--- src/rtl/hamming_pkg.sv ---
// Shared types and defaults for the Hamming check sequencer.
// Holds the FSM state type, digit slots and parameter defaults.
package hamming_pkg;

  typedef enum logic [2:0] {
    IDLE,
    LOAD,
    SETTLE,
    CAPTURE,
    DONE
  } state_e;

  typedef logic [1:0] digit_t;

  localparam digit_t DIG_DATA = 2'd0;
  localparam digit_t DIG_CORR = 2'd1;
  localparam digit_t DIG_SYN  = 2'd2;
  localparam digit_t DIG_ERR  = 2'd3;

  localparam int DEF_SETTLE_CYC  = 2;
  localparam int DEF_REFRESH_DIV = 27000;
  localparam int DEF_BLANK_CYC   = 1;

endpackage

--- src/rtl/hamming_seq_ctrl_scan_mux.sv ---
// Free-running four-digit display scanner.
// Owns the refresh counter, digit index and anode enables.
module scan_mux
  import hamming_pkg::*;
#(
  parameter int REFRESH_DIV = DEF_REFRESH_DIV,
  parameter int BLANK_CYC   = DEF_BLANK_CYC
) (
  input  logic       clk,
  input  logic       rst_n,
  output digit_t     dig_nxt_o,
  output logic [3:0] an_o
);

  localparam int CW = $clog2(REFRESH_DIV);
  localparam logic [CW-1:0] CNT_LAST  = CW'(REFRESH_DIV - 1);
  localparam logic [CW-1:0] CNT_BLANK = CW'(BLANK_CYC);

  logic [CW-1:0] cnt_q, cnt_d;
  digit_t        dig_q, dig_d;
  logic [3:0]    an_q, an_d;

  // Next counter/digit; anodes decoded from next state so they stay registered
  always_comb begin
    cnt_d = cnt_q + CW'(1);
    dig_d = dig_q;
    if (cnt_q == CNT_LAST) begin
      cnt_d = '0;
      dig_d = dig_q + 2'd1;
    end
    an_d = 4'b1111;
    if (cnt_d >= CNT_BLANK) an_d[dig_d] = 1'b0;
  end

  // Scan state registers
  always_ff @(posedge clk or negedge rst_n) begin
    if (!rst_n) begin
      cnt_q <= '0;
      dig_q <= DIG_DATA;
      an_q  <= 4'b1111;
    end else begin
      cnt_q <= cnt_d;
      dig_q <= dig_d;
      an_q  <= an_d;
    end
  end

  assign dig_nxt_o = dig_d;
  assign an_o      = an_q;

endmodule

--- src/rtl/hamming_seq_ctrl.sv ---
// Sequencer for an external Hamming(7,4) checker.
// Latches a word, waits for settle, captures results, drives display.
module hamming_seq_ctrl
  import hamming_pkg::*;
#(
  parameter int SETTLE_CYC  = DEF_SETTLE_CYC,
  parameter int REFRESH_DIV = DEF_REFRESH_DIV,
  parameter int BLANK_CYC   = DEF_BLANK_CYC
) (
  input  logic       clk,
  input  logic       rst_n,
  input  logic       start,
  input  logic [3:0] i,
  input  logic [6:0] e,
  input  logic [2:0] syn,
  input  logic [3:0] corr,
  output logic [6:0] cw,
  output logic       busy,
  output logic       done,
  output logic       err,
  output logic [3:0] seg_val,
  output logic [3:0] an
);

  localparam logic [3:0] SETTLE_LAST = 4'(SETTLE_CYC - 1);

  state_e     state_q, state_d;
  logic [3:0] scnt_q, scnt_d;
  logic [6:0] cw_q;
  logic [3:0] i_hold_q;
  logic [3:0] corr_hold_q;
  logic [2:0] syn_hold_q;
  logic       err_q;
  logic [3:0] seg_val_q, seg_val_d;
  digit_t     dig_nxt;

  // State register
  always_ff @(posedge clk or negedge rst_n) begin
    if (!rst_n) state_q <= IDLE;
    else        state_q <= state_d;
  end

  // Next-state logic; start outside IDLE is dropped
  always_comb begin
    state_d = state_q;
    unique case (state_q)
      IDLE:    if (start) state_d = LOAD;
      LOAD:    state_d = SETTLE;
      SETTLE:  if (scnt_q == SETTLE_LAST) state_d = CAPTURE;
      CAPTURE: state_d = DONE;
      DONE:    state_d = IDLE;
      default: state_d = IDLE;
    endcase
  end

  // Status outputs decoded from state
  always_comb begin
    busy = 1'b0;
    done = 1'b0;
    unique case (1'b1)
      (state_q == LOAD),
      (state_q == SETTLE),
      (state_q == CAPTURE): busy = 1'b1;
      (state_q == DONE):    done = 1'b1;
      default: ;
    endcase
  end

  // Settle counter restarts in LOAD, runs during SETTLE
  always_comb begin
    scnt_d = scnt_q;
    if (state_q == LOAD)   scnt_d = '0;
    if (state_q == SETTLE) scnt_d = scnt_q + 4'd1;
  end

  // Word latch in LOAD, atomic result capture in CAPTURE
  always_ff @(posedge clk or negedge rst_n) begin
    if (!rst_n) begin
      scnt_q      <= '0;
      cw_q        <= '0;
      i_hold_q    <= '0;
      corr_hold_q <= '0;
      syn_hold_q  <= '0;
      err_q       <= 1'b0;
    end else begin
      scnt_q <= scnt_d;
      if (state_q == LOAD) begin
        cw_q     <= e;
        i_hold_q <= i;
      end
      if (state_q == CAPTURE) begin
        corr_hold_q <= corr;
        syn_hold_q  <= syn;
        err_q       <= |syn;
      end
    end
  end

  // Display value for the digit that becomes active next cycle
  always_comb begin
    seg_val_d = '0;
    unique case (dig_nxt)
      DIG_DATA: seg_val_d = i_hold_q;
      DIG_CORR: seg_val_d = corr_hold_q;
      DIG_SYN:  seg_val_d = {1'b0, syn_hold_q};
      DIG_ERR:  seg_val_d = {3'b000, err_q};
    endcase
  end

  // Registered display value
  always_ff @(posedge clk or negedge rst_n) begin
    if (!rst_n) seg_val_q <= '0;
    else        seg_val_q <= seg_val_d;
  end

  scan_mux #(
    .REFRESH_DIV(REFRESH_DIV),
    .BLANK_CYC  (BLANK_CYC)
  ) u_scan (
    .clk      (clk),
    .rst_n    (rst_n),
    .dig_nxt_o(dig_nxt),
    .an_o     (an)
  );

  assign cw      = cw_q;
  assign err     = err_q;
  assign seg_val = seg_val_q;

endmodule
--- config.mk ---
export PLATFORM = sky130hd
export DESIGN_NAME = hamming_seq_ctrl
export DESIGN_NICKNAME = d
export VERILOG_FILES = /design/src/rtl/hamming_pkg.sv /design/src/rtl/hamming_seq_ctrl_scan_mux.sv /design/src/rtl/hamming_seq_ctrl.sv
export SDC_FILE = /design/constraint.sdc
export NUM_CORES = 1
export LEC_CHECK = 0
export BUFFER_PORTS_ARGS = -buffer_cell sky130_fd_sc_hd__buf_2
export CORE_MARGIN = 2
export CORE_UTILIZATION = 51
export DETAILED_ROUTE_END_ITERATION = 8
export PLACE_DENSITY = 0.72
export RECOVER_POWER = 25
export REMOVE_ABC_BUFFERS = 1
export SLEW_MARGIN = 10
export SYNTH_ARGS = -nofsm -noshare
export SYNTH_HDL_FRONTEND = slang
export SYNTH_SLANG_ARGS = --single-unit
--- constraint.sdc ---
create_clock -name clk -period 2.3 [get_ports clk]
set_clock_uncertainty 0.2 [all_clocks]
set_input_delay 0.115 -clock clk [delete_from_list [all_inputs] [get_ports clk]]
set_output_delay 0.115 -clock clk [all_outputs]
set_load 0.05 [all_outputs]
==> metrics.cfg, run 1 <==
[routing]
drt-pass1-iter-count = 4
drt-total-wl_um = 5050
drtIter0Drc = 87
vias_per_cell = 5.24
route.vias.total = 1991
number_of_remaining_drc_errors = 0
final_antenna_net_count = 0
detail_route.wl_per_cell_um = 13.3

[logic_synthesis]
synth.avg_cell_area_um2 = 10.8
post_synth_inst_count = 248
share_of_synthesized_area_occupied_by_flip_flops_and_latches_pct = 48.0
synthesis.area_um2 = 2670
postSynthRegisterBits = 51
postSynth.asyncResetShare_pct = 100
synth_warnings = 0
ys_dominant_reg_cell = dfrtp_1
synth_enable_flop_cells = 0
synth_cell_type_count = 49

[clock_network]
cts_max_level = 2
clock_pin_slew_of_the_registers_on_the_worst_case_setup_and_hold_paths_ns = 0.09
max-clock-path-buffers = 2
tritoncts = built
cts_made_buffers = 5
clk_latency_ns = 0.30
clock_sink_count = 51
ctsRootBufferMaster = clkbuf_8

[cells_and_area]
n_antenna_cell = 0
final_area_um2 = 3290
final_layout_size_suffix_gt1_share_pct = 31.6
instances_no_fill = 380
syn_to_final_growth_pct = 23.3
fin_nets = 334

[worst_setup_path]
required_ns = 2.33
critical_path_maximum_fanout = 5
timing.setup.critical_path_class = reg2reg
data_arrival_time_at_the_worst_slack_endpoint_ns = 2.15
reg2reg_to = u_scan.an_o[3]
r2r_cells = 7
worstReg2RegStart = u_scan.cnt_q[0]
reg2reg_setup_slack_ns = 0.17
end_kind = flop
start_kind = flop

[sta]
grt_setup_unrepaired = no
finalHoldViolCount = 0
hold-worst-slack_ns = 0.296
period_needed_ns = 2.13
final_ws_setup_ns = 0.174
timing.setup.tns_ns = 0
post-route-period-util_pct = 92.4
worstMarginPinSlew_ns = 1.21
timing.fmax_ghz = 0.470
max_slew_margin_pct = 19.0
timing_max_transition_violations_final = 0
setup_viol = 0

[pwr]
power.density_cell_area_nw_per_um2 = 993
power.combinational.fraction_pct = 38.4
switching_share_pct = 39.1
clockPowerShare_pct = 20.1
ir_worst_vdd_v = 0.000649
cell_internal_pwr_mw = 1.99
power.sequential.fraction_pct = 41.5
p_leak_nw = 1.48
net-switching-power_mw = 1.28

[die]
core_region_area_um2 = 5070
starting_density_of_the_core_pct = 52.6
die_y_um = 76.4
num_io_pins = 39
fp.dieArea_um2 = 5830
die_width_um = 76.4
rows = 26

[min_path]
hold_path_end = u_scan.cnt_q[0]
hold_class = reg2reg
hp-start = u_scan.cnt_q[0]
worst_hold_path.num_cells = 1

[place]
dp_hpwl_um = 3330
post_placement_cell_count = 351
dpl_worst_slack_ns = 0.0631
place_congestion = 0.809
dpl_cell_area_um2 = 2960
numPortBuffers = 38

[grt]
via_count_of_the_first_global_routing_pass = 1928
grt_overflow_total = 0
globalRouteTotalUtil_pct = 18.8
grt_antenna_before_repair = 0
largest_net_degree_at_the_start_of_global_routing = 52
grt_first_pass_wirelength_um = 8870

[run]
drv.max_cap_violation_count = 0

[outcome]
status = complete, no violations

==> cell families (layout without fill, tap and decap cells) <==
kind of cell | count (synthesis) | after routing | synth area share (%)
XOR/XNOR | 20 | 20 | 6.56
multiplexers | 29 | 29 | 11.8
AO/OA/AOI/OAI | 34 | 34 | 8.85
buffers and inverters | 25 | 87 | 4.54
AND/OR/NAND/NOR | 85 | 85 | 18.4
adder cells (fa/ha/maj) | 4 | 4 | 1.87
flip-flops | 51 | 51 | 48.0
==> worst max path at each step <==
| stage | from | endpoint | slack (ns) | cells past startpoint |
|---|---|---|---|---|
| 2_1_floorplan | u_scan.cnt_q[12] | seg_val[1] | -0.15 | 6 |
| 3_3_place_gp | u_scan.cnt_q[1] | u_scan.an_o[1] | 0.15 | 7 |
| 3_5_place_dp | u_scan.cnt_q[0] | u_scan.an_o[2] | 0.06 | 7 |
| 4_1_cts | u_scan.cnt_q[0] | u_scan.an_o[2] | 0.05 | 7 |
| 5_1_grt | u_scan.cnt_q[5] | u_scan.an_o[2] | 0.01 | 6 |
| 6_report | u_scan.cnt_q[0] | u_scan.an_o[3] | 0.17 | 7 |
==> state kept, by name (all words and copies together), names as in the netlist <==
signal / flops
i_hold_q: 4
seg_val: 4
scnt_q: 4
syn_hold_q: 3
u_scan.an_o: 4
cw: 7
u_scan.cnt_q: 15
corr_hold_q: 4
err: 1
state_q: 3
u_scan.dig_q: 2
==> cell usage in the layout, fill, tap and decap left out, types with 2 or more instances in the layout <==
cell,instances
nand4_1,4
inv_1,8
dfrtp_2,3
o21ai_1,2
and2_1,2
xor2_1,5
clkbuf_8,6
mux2i_1,9
and3_1,6
xnor2_1,15
dfrtp_1,44
buf_2,38
nand3b_1,2
o31ai_1,3
nand3_1,6
nor3_1,11
dlygate4sd3_1,20
or2_2,2
mux2_2,20
nor3b_1,7
a21oi_1,9
nand2_1,11
o21ai_0,9
ha_1,4
nor2_1,21
buf_4,10
and4bb_1,2
dfstp_2,4
nand3_2,2
==> critical path, cell delays in order (launching register included) <==
cell and delay, ns:
dfrtp_2 0.42, nand4_2 0.15, nor2_2 0.21, nand3_1 0.16, a2111oi_4 0.49, buf_4 0.19
nor3_1 0.05, a211oi_2 0.19
==> final cells by class <==
class,count,area (um2)
Clock inverter,2,38.8
Timing Repair Buffer,70,490
Tap cell,70,87.6
Fill cell,407,1780
Sequential cell,51,1280
Clock buffer,6,82.6
Multi-Input combinational cell,172,1270
Inverter,9,33.8
==> power by group through the flow <==
stage               sequential, mW  combinational, mW  clock, mW
CTS                           1.35               1.26      0.678
finish                        1.36               1.25      0.656
floorplan                     1.71              0.584          0
global placement              1.36               1.20          0
detailed placement            1.37               1.23          0
global route                  1.40               1.35      0.720
==> per-layer routing <==
layer | share of wire, % | vias up | global-route usage, %
li1 | - | 984 | -
met1 | 46 | 962 | 24.1
met2 | 49 | 38 | 31.5
met3 | 3.4 | 7 | 4.03
met4 | 1.4 | 0 | 6.55
met5 | 0 | - | 0
==> cells in the mapped netlist (3+ instances only) <==
| master | number | area [um2] |
|---|---|---|
| dfstp_2 | 4 | 105 |
| dfrtp_1 | 47 | 1180 |
| and3_1 | 6 | 37.5 |
| o31ai_1 | 3 | 22.5 |
| mux2_2 | 20 | 225 |
| mux2i_1 | 9 | 90.1 |
| inv_1 | 8 | 30.0 |
| o21ai_0 | 9 | 45.0 |
| ha_1 | 4 | 50.1 |
| nor3b_1 | 7 | 52.6 |
| nand2_1 | 11 | 41.3 |
| buf_2 | 3 | 15.0 |
| clkbuf_1 | 8 | 30.0 |
| nand4_1 | 4 | 25.0 |
| a21oi_1 | 9 | 45.0 |
| nand3_1 | 6 | 30.0 |
| xor2_1 | 5 | 43.8 |
| nor2_1 | 21 | 78.8 |
| nor3_1 | 11 | 55.1 |
| xnor2_1 | 15 | 131 |
==> repair_timing <==
action,CTS,global route
hold buffers,20,0
hold endpoints to repair,67,0
endpoints found under the setup margin,0,4
resized for setup,0,4
buffers inserted,0,1
==> metrics by stage <==
stage,util (%),total power [mW]
final,64.9,3.27
after global routing,64.9,3.47
after global placement,58.3,2.55
after detailed placement,58.3,2.60
after CTS,64.6,3.29
after floorplan,-,2.29
(Power assumes the default switching activity.)
==> inputs of run 2 (changes only) <==
BUFFER_PORTS_ARGS = not set   (was -buffer_cell sky130_fd_sc_hd__buf_2)
DONT_BUFFER_PORTS = 1   (was not set)
GPL_TIMING_DRIVEN = 1   (was not set)
PLACE_DENSITY = 0.66   (was 0.72)
==> run 2 against run 1 <==
  * Utilization decreased by 3.2 points
  * Sequential share of layout area up 2.0 points
  * Clock-buffer cell count is 1 higher
  * Global-route usage grew 0.39 points
  * Final cell count is 8.4% lower
  * Register-to-register slack lost 0.03 ns
  * Total power down 7.5%
  * Critical endpoint is now seg_val[0]
  * Largest cell class is now multi-input combinational cells
==> metrics.cfg, run 2 (same netlist as run 1, synthesis figures left out) <==
[outcome]
status = complete, no violations

[sta]
post-route-period-util_pct = 93.6  ; +1.1 points
period_needed_ns = 2.15  ; +0.0263 ns
final_ws_setup_ns = 0.147  ; -0.0263 ns
finalHoldViolCount = 0  ; unchanged
timing_max_transition_violations_final = 0  ; unchanged
timing.fmax_ghz = 0.465  ; -1.2%
worstMarginPinSlew_ns = 1.26  ; +0.0406 ns
max_slew_margin_pct = 16.3  ; -2.7 points
setup_viol = 0  ; unchanged

[die]
rows = 26  ; unchanged
die_width_um = 76.4  ; unchanged
die_y_um = 76.4  ; unchanged
starting_density_of_the_core_pct = 52.6  ; unchanged
num_io_pins = 39  ; unchanged
fp.dieArea_um2 = 5830  ; unchanged
core_region_area_um2 = 5070  ; unchanged

[grt]
grt_first_pass_wirelength_um = 8920  ; +0.54%
grt_antenna_before_repair = 0  ; unchanged
largest_net_degree_at_the_start_of_global_routing = 52  ; unchanged
globalRouteTotalUtil_pct = 19.1  ; +0.39 points
via_count_of_the_first_global_routing_pass = 1824  ; -5.4%
grt_overflow_total = 0  ; unchanged

[clock_network]
clk_latency_ns = 0.31  ; about the same
cts_max_level = 2  ; unchanged
clock_pin_slew_of_the_registers_on_the_worst_case_setup_and_hold_paths_ns = 0.09  ; about the same
max-clock-path-buffers = 2  ; unchanged
ctsRootBufferMaster = clkbuf_8
tritoncts = built
cts_made_buffers = 5  ; unchanged
clock_sink_count = 51  ; unchanged

[worst_setup_path]
critical_path_maximum_fanout = 22  ; +17
start_kind = flop
end_kind = flop
timing.setup.critical_path_class = reg2reg
required_ns = 2.33  ; about the same
data_arrival_time_at_the_worst_slack_endpoint_ns = 2.18  ; +0.03 ns

[routing]
drt-pass1-iter-count = 4  ; unchanged
detail_route.wl_per_cell_um = 14.8  ; +12%
vias_per_cell = 5.29  ; +1.0%
route.vias.total = 1842  ; -7.5%
number_of_remaining_drc_errors = 0  ; unchanged
drt-total-wl_um = 5170  ; +2.4%
final_antenna_net_count = 0  ; unchanged
drtIter0Drc = 89  ; +2.3%

[pwr]
clockPowerShare_pct = 16.8  ; -3.3 points
net-switching-power_mw = 1.24  ; -3.1%
design_power_total_mw = 3.02  ; -7.5%
p_leak_nw = 1.36  ; -8.2%
cell_internal_pwr_mw = 1.78  ; -10%
ir_worst_vdd_v = 0.000737  ; +14%
power.combinational.fraction_pct = 25.6  ; -13 points
power.sequential.fraction_pct = 57.6  ; +16 points
switching_share_pct = 41.0  ; +1.9 points
power.density_cell_area_nw_per_um2 = 965  ; -2.8%

[place]
post_placement_cell_count = 318  ; -9.4%
dpl_cell_area_um2 = 2800  ; -5.2%
dpl_worst_slack_ns = 0.0920  ; +0.0290 ns
numPortBuffers = 0  ; -100%
place_congestion = 0.904  ; +12%
dp_hpwl_um = 3460  ; +3.6%

[cells_and_area]
fin_nets = 302  ; -9.6%
utilization_pct = 61.7  ; -3.2 points
final_common_cell = dfrtp_1
largest_register = u_scan.cnt_q
largest_reg_flops = 15  ; unchanged
n_antenna_cell = 0  ; unchanged
instances_no_fill = 348  ; -8.4%
layout.cells.most_common_list = dfrtp_1 (44), nor2_1 (20), mux2_2 (20), dlygate4sd3_1 (20)
final_layout_size_suffix_gt1_share_pct = 23.4  ; -8.2 points
syn_to_final_growth_pct = 17.2
final_area_um2 = 3130  ; -4.9%

[run]
drv.max_cap_violation_count = 0  ; unchanged

[min_path]
hold_class = in2reg

[run 2: cell types whose count changed in the layout (fill, tap and decap cells not counted), sizes merged]
| cell | delta |
|---|---|
| clkinvlp | +1 |
| clkbuf | +1 |
| bufinv | -1 |
| buf | -32 |
| inv | -1 |
[run 2: timing repair]
item	CTS	global route
resized for setup	0	8
endpoints found under the setup margin	0	5
buffers inserted	0	1
hold buffers	21	0
endpoints found under the hold margin	71	0
[run 2: path summary, 6_finish.rpt]
kind	startpoint	endpoint	slack, ns	depth (start not counted)
setup / recovery	u_scan.cnt_q[7]	seg_val[0]	0.15	7
min in group asynchronous	rst_n	seg_val[3]	0.42	2
max in group asynchronous	rst_n	u_scan.cnt_q[4]	0.63	2
hold / removal	e[4]	cw[4]	0.28	2
hold reg to reg	u_scan.cnt_q[2]	u_scan.cnt_q[2]	0.33	1
setup reg to reg	u_scan.cnt_q[7]	seg_val[0]	0.15	7
[run 2: final cells by class]
type                    instances  area [um2]
clock inverters                 1        7.51
fillers                       417        1940
repair buffers                 38         349
clock buffers                   7        76.3
flip-flops and latches         51        1280
inverters                       9        33.8
multi-input cells             172        1290
well taps                      70        87.6
[run 2: worst max-delay path: stages, from the launching register on]
cell and delay, ns:
dfrtp_1 0.45, and4bb_1 0.27, nand4_1 0.15, nor3_4 0.32
buf_12 0.20, nor3_1 0.05, a211o_1 0.30, a22oi_2 0.14
[run 2: layer usage]
metal	wire length (um)	global-route usage, %
met1	2430	25.9
met5	0	0
met3	167	4.15
met4	61	5.45
met2	2510	31.2
[run 2: through the flow]
| stage | setup TNS (ns) | hold slack [ns] |
|---|---|---|
| after global routing | -0.0169 | 0.283 |
| after global placement | 0 | -0.379 |
| after CTS | 0 | 0.126 |
| after floorplan | -0.834 | -0.381 |
| after detailed placement | 0 | -0.379 |
| final | 0 | 0.282 |
[run 2: power by group through the flow]
stage                     logic, mW  registers [mW]  clock network (mW)
after floorplan               0.584            1.71                   0
after global placement        0.705            1.75                   0
after detailed placement      0.726            1.76                   0
after CTS                     0.783            1.74               0.522
after global routing          0.867            1.78               0.558
final                         0.774            1.74               0.506
==> inputs of run 3 (changes only) <==
CORE_UTILIZATION = 68   (was 51)
PLACE_DENSITY = 0.84   (was 0.66)
SLEW_MARGIN = not set   (was 10)
clock period = 2.6 ns   (was 2.3 ns; I/O delays follow)
==> run 3 against run 2 <==
  * Via count fell by 1.1%
  * Utilization increased by 19 points
  * Clock power grew 4.7%
  * Worst hold slack better by 0.023 ns
  * Critical path depth decreased by 1
  * First-iteration DRC count is 3.4% higher
  * Die area is 24% lower
==> metrics.cfg, run 3 (same netlist as run 1, synthesis figures left out) <==
[outcome]
status = complete, no violations

[sta]
post-route-period-util_pct = 89.2  ; -4.4 points
finalHoldViolCount = 0  ; unchanged
timing.setup.tns_ns = 0  ; unchanged
max_slew_margin_pct = 17.4  ; +1.1 points
setup_viol = 0  ; unchanged
timing_max_transition_violations_final = 0  ; unchanged
timing.fmax_ghz = 0.431  ; -7.2%
final_ws_setup_ns = 0.280  ; +0.133 ns
grt_setup_unrepaired = no
worstMarginPinSlew_ns = 1.24  ; -0.0172 ns
period_needed_ns = 2.32  ; +0.167 ns

[grt]
grt_antenna_before_repair = 0  ; unchanged
grt_first_pass_wirelength_um = 8260  ; -7.4%
globalRouteTotalUtil_pct = 25.1  ; +5.9 points
largest_net_degree_at_the_start_of_global_routing = 52  ; unchanged
grt_overflow_total = 0  ; unchanged
via_count_of_the_first_global_routing_pass = 1789  ; -1.9%

[worst_setup_path]
worstSetupStartpoint = u_scan.cnt_q[2]
timing.critical_path.to = u_scan.an_o[3]
data_arrival_time_at_the_worst_slack_endpoint_ns = 2.35  ; +0.17 ns
start_kind = flop
end_kind = flop
r2r_cells = 6  ; -1
reg2reg_setup_slack_ns = 0.28  ; +0.13 ns
critical_path_maximum_fanout = 9  ; -59%
required_ns = 2.63  ; +0.30 ns
reg2reg_to = u_scan.an_o[3]
worstReg2RegStart = u_scan.cnt_q[2]
timing.setup.critical_path_class = reg2reg

[die]
core_region_area_um2 = 3720  ; -27%
rows = 22  ; -15%
fp.dieArea_um2 = 4450  ; -24%
die_y_um = 66.7  ; -13%
starting_density_of_the_core_pct = 71.9  ; +19 points
die_width_um = 66.7  ; -13%
num_io_pins = 39  ; unchanged

[routing]
drt-pass1-iter-count = 4  ; unchanged
vias_per_cell = 5.86  ; +11%
drt-total-wl_um = 4850  ; -6.1%
route.vias.total = 1821  ; -1.1%
drtIter0Drc = 92  ; +3.4%
final_antenna_net_count = 0  ; unchanged
number_of_remaining_drc_errors = 0  ; unchanged
detail_route.wl_per_cell_um = 15.6  ; +5.1%

[cells_and_area]
nFillCells = 231  ; -45%
final_area_um2 = 2990  ; -4.4%
n_antenna_cell = 0  ; unchanged
largest_register = u_scan.cnt_q
fin_nets = 288  ; -4.6%
layout.cells.most_common_list = dfrtp_1 (47), nor2_1 (21), mux2_2 (20), dlygate4sd3_1 (20), xnor2_1 (15)
final_common_cell = dfrtp_1
multi_input_gate_area_um2 = 1270  ; -1.4%
syn_to_final_growth_pct = 12.0
largest_reg_flops = 15  ; unchanged
ff_latch_area_um2 = 1280  ; -0.29%
final_layout_size_suffix_gt1_share_pct = 17.9  ; -5.5 points

[pwr]
ir_worst_vdd_v = 0.000645  ; -13%
net-switching-power_mw = 1.08  ; -13%
switching_share_pct = 39.8  ; -1.2 points
p_leak_nw = 1.28  ; -5.8%
power.combinational.fraction_pct = 23.4  ; -2.2 points
power.density_cell_area_nw_per_um2 = 909  ; -5.8%
clockPowerShare_pct = 19.5  ; +2.7 points
power.sequential.fraction_pct = 57.1  ; -0.5 points
cell_internal_pwr_mw = 1.64  ; -8.1%

[place]
place_congestion = 0.818  ; -9.5%
dpl_cell_area_um2 = 2680  ; -4.5%
numPortBuffers = 0  ; unchanged
dpl_worst_slack_ns = 0.190  ; +0.0981 ns
dp_hpwl_um = 3150  ; -8.8%

[clock_network]
clock_pin_slew_of_the_registers_on_the_worst_case_setup_and_hold_paths_ns = 0.09  ; about the same
cts_made_buffers = 5  ; unchanged
ctsRootBufferMaster = clkbuf_8
clock_sink_count = 51  ; unchanged
max-clock-path-buffers = 2  ; unchanged
tritoncts = built
post-cts-setup-buffer-count = 0  ; unchanged
clk_latency_ns = 0.31  ; about the same
cts_max_level = 2  ; unchanged

[min_path]
hold_class = in2reg

[run]
drv.max_cap_violation_count = 0  ; unchanged

[run 3: area by class of cell]
class	instances	area share, %
repair buffers	24	8.03
flip-flops and latches	51	42.8
well taps	48	2.01
multi-input cells	172	42.6
clock inverters	1	1.00
inverters	9	1.13
clock buffers	6	2.42
[run 3: worst max-delay path, cell delays in order (launching register included)]
cell and delay (ns):
dfrtp_1 0.49, nand4_2 0.19, nor2_2 0.07, or3_4 0.35
a2111oi_4 0.51, and4bb_1 0.28, a211oi_2 0.15
[run 3: metal layers]
metal  vias up  track usage [%]  wire length (um)
met5         -                0                 0
met4         0             9.95               104
met3        11             7.77               263
met2        55             37.9              2300
met1       857             33.8              2190
li1        898                -                 -
[run 3: stage by stage]
step	cells	utilization, %	total power, mW	hold WS, ns
after floorplan	232	-	2.03	-0.366
after CTS	311	81.0	2.74	0.134
after global placement	283	72.1	2.12	-0.364
final	311	80.5	2.72	0.305
after detailed placement	283	72.1	2.17	-0.364
after global routing	311	80.5	2.87	0.302
[run 3: power groups by stage]
stage / logic [mW] / registers, mW / clock network [mW]
after floorplan: 0.516 / 1.51 / 0
after global placement: 0.564 / 1.56 / 0
after detailed placement: 0.598 / 1.57 / 0
after CTS: 0.642 / 1.55 / 0.542
after global routing: 0.711 / 1.59 / 0.574
final: 0.637 / 1.55 / 0.530
[run 3: worst min-delay path by stage]
| stage | start | end | cells past startpoint |
|---|---|---|---|
| 3_5_place_dp | rst_n | u_scan.cnt_q[2] | 0 |
| 5_1_grt | corr[0] | corr_hold_q[0] | 2 |
| 2_1_floorplan | rst_n | corr_hold_q[0] | 0 |
| 6_report | e[1] | cw[1] | 2 |
| 4_1_cts | rst_n | state_q[0] | 2 |
| 3_3_place_gp | rst_n | u_scan.cnt_q[1] | 0 |
[run 3: timing repair]
item / 4_1_cts / 5_1_grt
setup endpoints to repair: 0 / 2
endpoints found under the hold margin: 71 / 0
gates resized for setup: 0 / 1
hold buffers: 21 / 0
